File: config.mk
export PLATFORM = sky130hd
export DESIGN_NAME = twin_status_reporter_flat
export DESIGN_NICKNAME = d
export VERILOG_FILES = /design/src/rtl/twin_status_reporter_if.sv /design/src/rtl/twin_status_reporter.sv /design/src/flat_wrapper.sv
export SDC_FILE = /design/constraint.sdc
export NUM_CORES = 1
export LEC_CHECK = 0
export CAP_MARGIN = 20
export CORE_MARGIN = 3
export CORE_UTILIZATION = 61
export DETAILED_ROUTE_END_ITERATION = 10
export GPL_TIMING_DRIVEN = 0
export PLACE_DENSITY = 0.94
export SKIP_LAST_GASP = 1
export SYNTH_ARGS = -nofsm -noshare
export SYNTH_HDL_FRONTEND = slang
export SYNTH_SLANG_ARGS = --single-unit
File: constraint.sdc
create_clock -name i_clk_50m -period 5.58 [get_ports i_clk_50m]
set_input_delay 1.116 -clock i_clk_50m [delete_from_list [all_inputs] [get_ports i_clk_50m]]
set_output_delay 1.116 -clock i_clk_50m [all_outputs]
set_load 0.02 [all_outputs]
File: src/rtl/twin_status_reporter_if.sv
// UART transmit byte handshake between the status reporter (master) and the transmitter (slave).
`timescale 1ns/1ps
interface twin_status_reporter_if;
  logic       tx_start;
  logic [7:0] tx_data;
  logic       tx_busy;

  modport master (output tx_start, output tx_data, input tx_busy);
  modport slave  (input tx_start, input tx_data, output tx_busy);
endinterface

File: src/rtl/twin_status_reporter.sv
// Serialises LED/SEG state into checksummed status frames over the UART byte handshake.
// Optional sequence byte after the type byte when TWIN_REPORT_SEQ_EN is defined.
`timescale 1ns/1ps
module twin_status_reporter #(
  parameter int unsigned CLK_FREQ      = 50000000,
  parameter int unsigned REFRESH_MS    = 100,
  parameter logic [7:0]  HEADER        = 8'hA5,
  parameter int unsigned BUSY_WAIT_MAX = 4
) (
  input  logic                          i_clk_50m,
  input  logic                          rst_n,
  input  logic [31:0]                   led_in,
  input  logic [39:0]                   seg_in,
  input  logic                          force_report,
  twin_status_reporter_if.master        uart,
  output logic                          report_busy,
  output logic [15:0]                   frames_sent
);

  localparam int unsigned REFRESH_CYCLES = CLK_FREQ / 1000 * REFRESH_MS;
  localparam int unsigned RW = (REFRESH_CYCLES > 1) ? $clog2(REFRESH_CYCLES) : 1;
  localparam logic [RW-1:0] REFRESH_LAST = RW'(REFRESH_CYCLES - 1);
  localparam int unsigned WW = (BUSY_WAIT_MAX > 1) ? $clog2(BUSY_WAIT_MAX) : 1;
  localparam logic [WW-1:0] WAIT_LAST = WW'(BUSY_WAIT_MAX - 1);
`ifdef TWIN_REPORT_SEQ_EN
  localparam int unsigned FRAME_LEN = 13;
`else
  localparam int unsigned FRAME_LEN = 12;
`endif
  localparam int unsigned DOFS     = FRAME_LEN - 10;
  localparam logic [3:0]  LAST_IDX = 4'(FRAME_LEN - 1);

  typedef enum logic [1:0] {IDLE, SEND, WAIT_HI, WAIT_LO} state_t;
  state_t state, state_n;

  logic [31:0]   snap_led;
  logic [39:0]   snap_seg;
  logic [7:0]    chk, cap_chk;
  logic [3:0]    idx, next_idx;
  logic [WW-1:0] wait_cnt;
  logic [RW-1:0] refresh_cnt;
  logic          pending_force;
  logic [7:0]    tx_data_q;
  logic [7:0]    next_byte;
  logic [7:0]    frame_byte [FRAME_LEN];
  logic          trigger, frame_start, byte_done, frame_done, tx_start_c;
`ifdef TWIN_REPORT_SEQ_EN
  logic [7:0]    seq_cnt, seq_q;
`endif

  assign uart.tx_start = tx_start_c;
  assign uart.tx_data  = tx_data_q;
  assign next_idx      = idx + 4'd1;

  // Frame image built from the captured snapshot; byte 0 is loaded directly at frame start.
  always_comb begin
    for (int unsigned i = 0; i < FRAME_LEN; i++) frame_byte[i] = '0;
    frame_byte[0] = HEADER;
    frame_byte[1] = 8'h01;
`ifdef TWIN_REPORT_SEQ_EN
    frame_byte[2] = seq_q;
`endif
    for (int unsigned i = 0; i < 4; i++) frame_byte[DOFS + i]     = snap_led[31 - 8*i -: 8];
    for (int unsigned i = 0; i < 5; i++) frame_byte[DOFS + 4 + i] = snap_seg[39 - 8*i -: 8];
    frame_byte[FRAME_LEN - 1] = chk;
    next_byte = '0;
    for (int unsigned i = 0; i < FRAME_LEN; i++)
      if (next_idx == 4'(i)) next_byte = frame_byte[i];
  end

  always_comb begin
`ifdef TWIN_REPORT_SEQ_EN
    cap_chk = 8'h01 ^ seq_cnt;
`else
    cap_chk = 8'h01;
`endif
    for (int unsigned i = 0; i < 4; i++) cap_chk = cap_chk ^ led_in[8*i +: 8];
    for (int unsigned i = 0; i < 5; i++) cap_chk = cap_chk ^ seg_in[8*i +: 8];
  end

  assign trigger = ({led_in, seg_in} != {snap_led, snap_seg}) ||
                   (refresh_cnt == REFRESH_LAST) || pending_force;

  always_ff @(posedge i_clk_50m or negedge rst_n) begin
    if (!rst_n) state <= IDLE;
    else        state <= state_n;
  end

  // tx_start is combinational on tx_busy so a trigger at N can strobe at N+1.
  always_comb begin
    state_n     = state;
    frame_start = 1'b0;
    byte_done   = 1'b0;
    frame_done  = 1'b0;
    tx_start_c  = 1'b0;
    case (state)
      IDLE:    if (trigger) begin
                 frame_start = 1'b1;
                 state_n     = SEND;
               end
      SEND:    if (!uart.tx_busy) begin
                 tx_start_c = 1'b1;
                 state_n    = WAIT_HI;
               end
      WAIT_HI: if (uart.tx_busy || (wait_cnt == WAIT_LAST)) state_n = WAIT_LO;
      WAIT_LO: if (!uart.tx_busy) begin
                 if (idx == LAST_IDX) begin
                   frame_done = 1'b1;
                   state_n    = IDLE;
                 end else begin
                   byte_done = 1'b1;
                   state_n   = SEND;
                 end
               end
      default: state_n = IDLE;
    endcase
  end

  always_ff @(posedge i_clk_50m or negedge rst_n) begin
    if (!rst_n) begin
      snap_led      <= '0;
      snap_seg      <= '0;
      chk           <= '0;
      idx           <= '0;
      wait_cnt      <= '0;
      refresh_cnt   <= '0;
      pending_force <= 1'b0;
      tx_data_q     <= '0;
      report_busy   <= 1'b0;
      frames_sent   <= '0;
`ifdef TWIN_REPORT_SEQ_EN
      seq_cnt       <= '0;
      seq_q         <= '0;
`endif
    end else begin
      pending_force <= (pending_force & ~frame_start) | force_report;
      if (frame_start) begin
        snap_led    <= led_in;
        snap_seg    <= seg_in;
        chk         <= cap_chk;
        idx         <= '0;
        tx_data_q   <= HEADER;
        report_busy <= 1'b1;
        refresh_cnt <= '0;
`ifdef TWIN_REPORT_SEQ_EN
        seq_q       <= seq_cnt;
`endif
      end else if ((state == IDLE) && (refresh_cnt != REFRESH_LAST)) begin
        refresh_cnt <= refresh_cnt + RW'(1);
      end
      if (state == SEND)
        wait_cnt <= '0;
      else if ((state == WAIT_HI) && (wait_cnt != WAIT_LAST))
        wait_cnt <= wait_cnt + WW'(1);
      if (byte_done) begin
        idx       <= next_idx;
        tx_data_q <= next_byte;
      end
      if (frame_done) begin
        report_busy <= 1'b0;
        frames_sent <= frames_sent + 16'd1;
`ifdef TWIN_REPORT_SEQ_EN
        seq_cnt     <= seq_cnt + 8'd1;
`endif
      end
    end
  end

endmodule

File: src/flat_wrapper.sv
// flat-port wrapper written by rule: the top's interface ports become plain ports
module twin_status_reporter_flat 
#(
  parameter int unsigned CLK_FREQ      = 50000000,
  parameter int unsigned REFRESH_MS    = 100,
  parameter logic [7:0]  HEADER        = 8'hA5,
  parameter int unsigned BUSY_WAIT_MAX = 4
)
  (i_clk_50m, rst_n, led_in, seg_in, force_report, report_busy, frames_sent, uart_tx_start, uart_tx_data, uart_tx_busy);
  twin_status_reporter_if uart_i ();
  input  logic i_clk_50m;
  input  logic rst_n;
  input  logic [31:0] led_in;
  input  logic [39:0] seg_in;
  input  logic force_report;
  output logic report_busy;
  output logic [15:0] frames_sent;
  output wire logic [$bits(uart_i.tx_start)-1:0] uart_tx_start;
  output wire logic [$bits(uart_i.tx_data)-1:0] uart_tx_data;
  input wire logic [$bits(uart_i.tx_busy)-1:0] uart_tx_busy;
  assign uart_tx_start = uart_i.tx_start;
  assign uart_tx_data = uart_i.tx_data;
  assign uart_i.tx_busy = uart_tx_busy;
  twin_status_reporter #(.CLK_FREQ(CLK_FREQ), .REFRESH_MS(REFRESH_MS), .HEADER(HEADER), .BUSY_WAIT_MAX(BUSY_WAIT_MAX)) u_core (.i_clk_50m(i_clk_50m), .rst_n(rst_n), .led_in(led_in), .seg_in(seg_in), .force_report(force_report), .uart(uart_i), .report_busy(report_busy), .frames_sent(frames_sent));
endmodule
==> flow_summary.toml <==
[route]
drtAntennaViolNets = 0
drtIter0Drc = 1003
drt-pass1-iter-count = 6
drt-total-wl_um = 24800
via_per_inst = 6.38
vias = 7161
wire_per_inst_um = 22.0
drcViolationCount = 0

[logic_synthesis]
synth_async_sr_flop_share_pct = 100
synth_flop_cell = "dfrtp_1"
synthTopCellsByArea = "dfrtp_1 (42%), xnor2_1 (14%), mux2_2 (7.9%)"
syn-num-nets = 904
postSynthAreaPerCell_um2 = 9.97
synth_top_area_cell = "dfrtp_1"
ys_ff_latch = 137
yosys.area.top_type_share_pct = 42.1
synth-edff-count = 0
ys_seq_area_share_pct = 42.1
synthTopCellsByCount = "dfrtp_1 (137), xnor2_1 (126), nand2_1 (63)"
ys_warn_count = 0
syn_area_um2 = 8140
synth_cell_types = 69
yosysMostFrequentCell = "dfrtp_1"
syn_inst = 817

[layout]
final_nets = 1025
n_fill_cell = 842
drive_gt1_share_pct = 13.1
syn_to_final_growth_pct = 22.8
stdcell_area_um2 = 10000
diodes = 0

[run]
drv_cap = 0

[cts]
clk_latency_ps = 430
hold_buffers = 0
cts_root_buf = "clkbuf_16"
cts.sinks = 137
numCtsBuffers = 17
cts_tree = "yes"
post_cts_resized = 0
htree_levels = 4
cts.path.max_buffers = 2
post_cts_buffers = 0
clk_pin_slew_ps = 60

[timing]
final.setup.worst_slack_ps = 1480
slew_viol_final = 0
rsz0062_at_grt = "no"
slew_headroom_pct = 28.7
hold_viol_final = 0
max_freq_mhz = 244
skew_ps = 12.1
post-route-min-period_ps = 4100
period_share_pct = 73.4
tightest_slew_ps = 1040
setup_viol = 0

[global_routing]
grt_overflow = 0
groute.usage.overall_pct = 34.3
grt_start_max_net_pins = 71
grt_pass1_vias = 7023
antenna_found_initial = 0
grt_first_pass_wirelength_um = 38100

[critical_path]
required_ps = 5850
crit_path_top_delay_cell = "nor4_1"
worst-path-buf-inv = 3
slowest_delay_ps = 560
cp_max_fo = 10
cp_common_cell = "nand4_1"
r2r_setup_slack_ps = 1950
reg2reg_to = "u_core.uart.tx_data[0]"
reg2reg_depth = 7
worstPathArrival_ps = 4370
reg2reg_from = "u_core.idx[0]"
end_kind = "flip-flop"
crit_type = "in2reg"
start_kind = "input pin"
path_delay_family = "buffers and inverters"
path_cells = "clkdlybuf4s50_1, xnor2_1, nand4_1, nor4_1, nand4_1, o31ai_2, buf_2, clkbuf_1, a22oi_1"

[power]
peakVddDrop_v = 0.000308
powerDensity_nw_per_um2 = 476
total_power_w = 0.00476
static-leakage-power_nw = 4.06

[placement]
pre_cts_ws_ps = 1200
gp_congestion = 0.997
dp_hpwl_um = 18000
post_dp_cell_area_um2 = 9400
portBuffers = 101

[die]
floorplan.initialDensity_pct = 63.5
die_area_um2 = 14800
top_level_ports = 102
rows = 41
die_h_um = 122
core_area_um2 = 12800
die_w_um = 122

[worst_hold_path]
worstHoldEndpoint = "u_core.frames_sent[14]"
whs_path_depth = 1
hp-start = "u_core.frames_sent[14]"
hp-class = "reg2reg"

[run_status]
status = "finished clean"
[registers in the layout (all words and copies together) (netlist names)]
signal,cells
u_core.snap_seg,40
u_core.snap_led,32
u_core.refresh_cnt,23
u_core.frames_sent,16
u_core.chk,8
u_core.uart.tx_data,8
u_core.idx,4
u_core.state,2
u_core.wait_cnt,2
u_core.pending_force,1
u_core.report_busy,1
[metal layers]
metal / GRT usage (%) / wire [µm]
met5: 0 / 0
met4: 13.1 / 874
met3: 10.1 / 2810
met2: 53.8 / 11400
met1: 45.2 / 9630
[layout by cell type (no fill, tap or decap), types with 4 or more instances in the layout]
cell type        instances
xor2_1                  23
o21ai_0                 42
a22o_1                   6
clkdlybuf4s50_1        100
nor2_1                  48
clkinvlp_4               4
nand2_1                 63
nor3_1                   8
nand2b_1                11
clkbuf_16               17
o211ai_1                 6
inv_1                   35
a22oi_1                  6
xnor2_1                126
o22ai_1                 10
nand3_1                 23
and3_1                  13
a221oi_1                 6
a211oi_1                 7
and2_1                   5
buf_2                    9
ha_1                    11
o2111ai_1                7
nand4_1                 21
dfrtp_1                137
a21oi_1                 16
clkbuf_1                25
nor2_2                  10
nor4_1                   7
nor2b_1                 10
mux2_2                  57
[where the power goes]
| group | leakage [nW] | internal (W) | switching, W |
|---|---|---|---|
| combinational | 2.07 | 0.000877 | 0.000995 |
| sequential | 1.71 | 0.00134 | 0.000389 |
| clock | 0.285 | 0.000724 | 0.000432 |
| total | 4.06 | 0.00294 | 0.00182 |
[cell families after synthesis]
kind of cell    count (synthesis)  share of synthesized area (%)
simple gates                  239                           15.0
flops                         137                           42.1
mux                            63                           8.73
buf+inv                        71                           3.69
compound gates                147                           12.7
xor+xnor                      149                           16.0
fa+ha+maj                      11                           1.69
[worst register-to-register path, cell delays in order (launching register included)]
cell	delay [ps]
dfrtp_1	530
ha_1	360
nand2_1	130
o32ai_1	880
nand2_1	310
and3_1	260
a2111oi_0	880
a211oi_1	110
[layout make-up]
class	instances	area (µm²)	area share, %
multi-input combinational	609	4410	44.1
sequential	137	3430	34.3
timing repair buffer	102	1040	10.4
clock buffer	21	460	4.60
tap	172	215	2.15
buffer	36	169	1.69
clock inverter	11	144	1.44
inverter	35	131	1.31
[how the worst max path moves through the flow]
| stage | start | endpoint | slack (ps) | cells past startpoint |
|---|---|---|---|---|
| 2_1_floorplan | seg_in[25] | u_core.state[1] | 2390 | 8 |
| 6_report | seg_in[18] | u_core.uart.tx_data[5] | 1480 | 9 |
| 4_1_cts | seg_in[35] | u_core.snap_seg[29] | 1650 | 9 |
| 3_5_place_dp | seg_in[35] | u_core.snap_led[5] | 1200 | 9 |
| 3_3_place_gp | rst_n | u_core.snap_led[17] | -2010 | 1 |
| 5_1_grt | led_in[1] | u_core.snap_seg[33] | 1360 | 9 |
[stage by stage]
step | utilization [%] | hold WS (ps) | TNS (ps) | cells
after floorplan | - | 450 | 0 | 817
after global placement | 73.0 | 455 | -273560 | 1090
after detailed placement | 73.3 | 484 | 0 | 1091
after CTS | 78.0 | 496 | 0 | 1123
after global routing | 78.0 | 510 | 0 | 1123
final | 78.0 | 494 | 0 | 1123
Note: power is estimated with default switching activity, not from simulation.
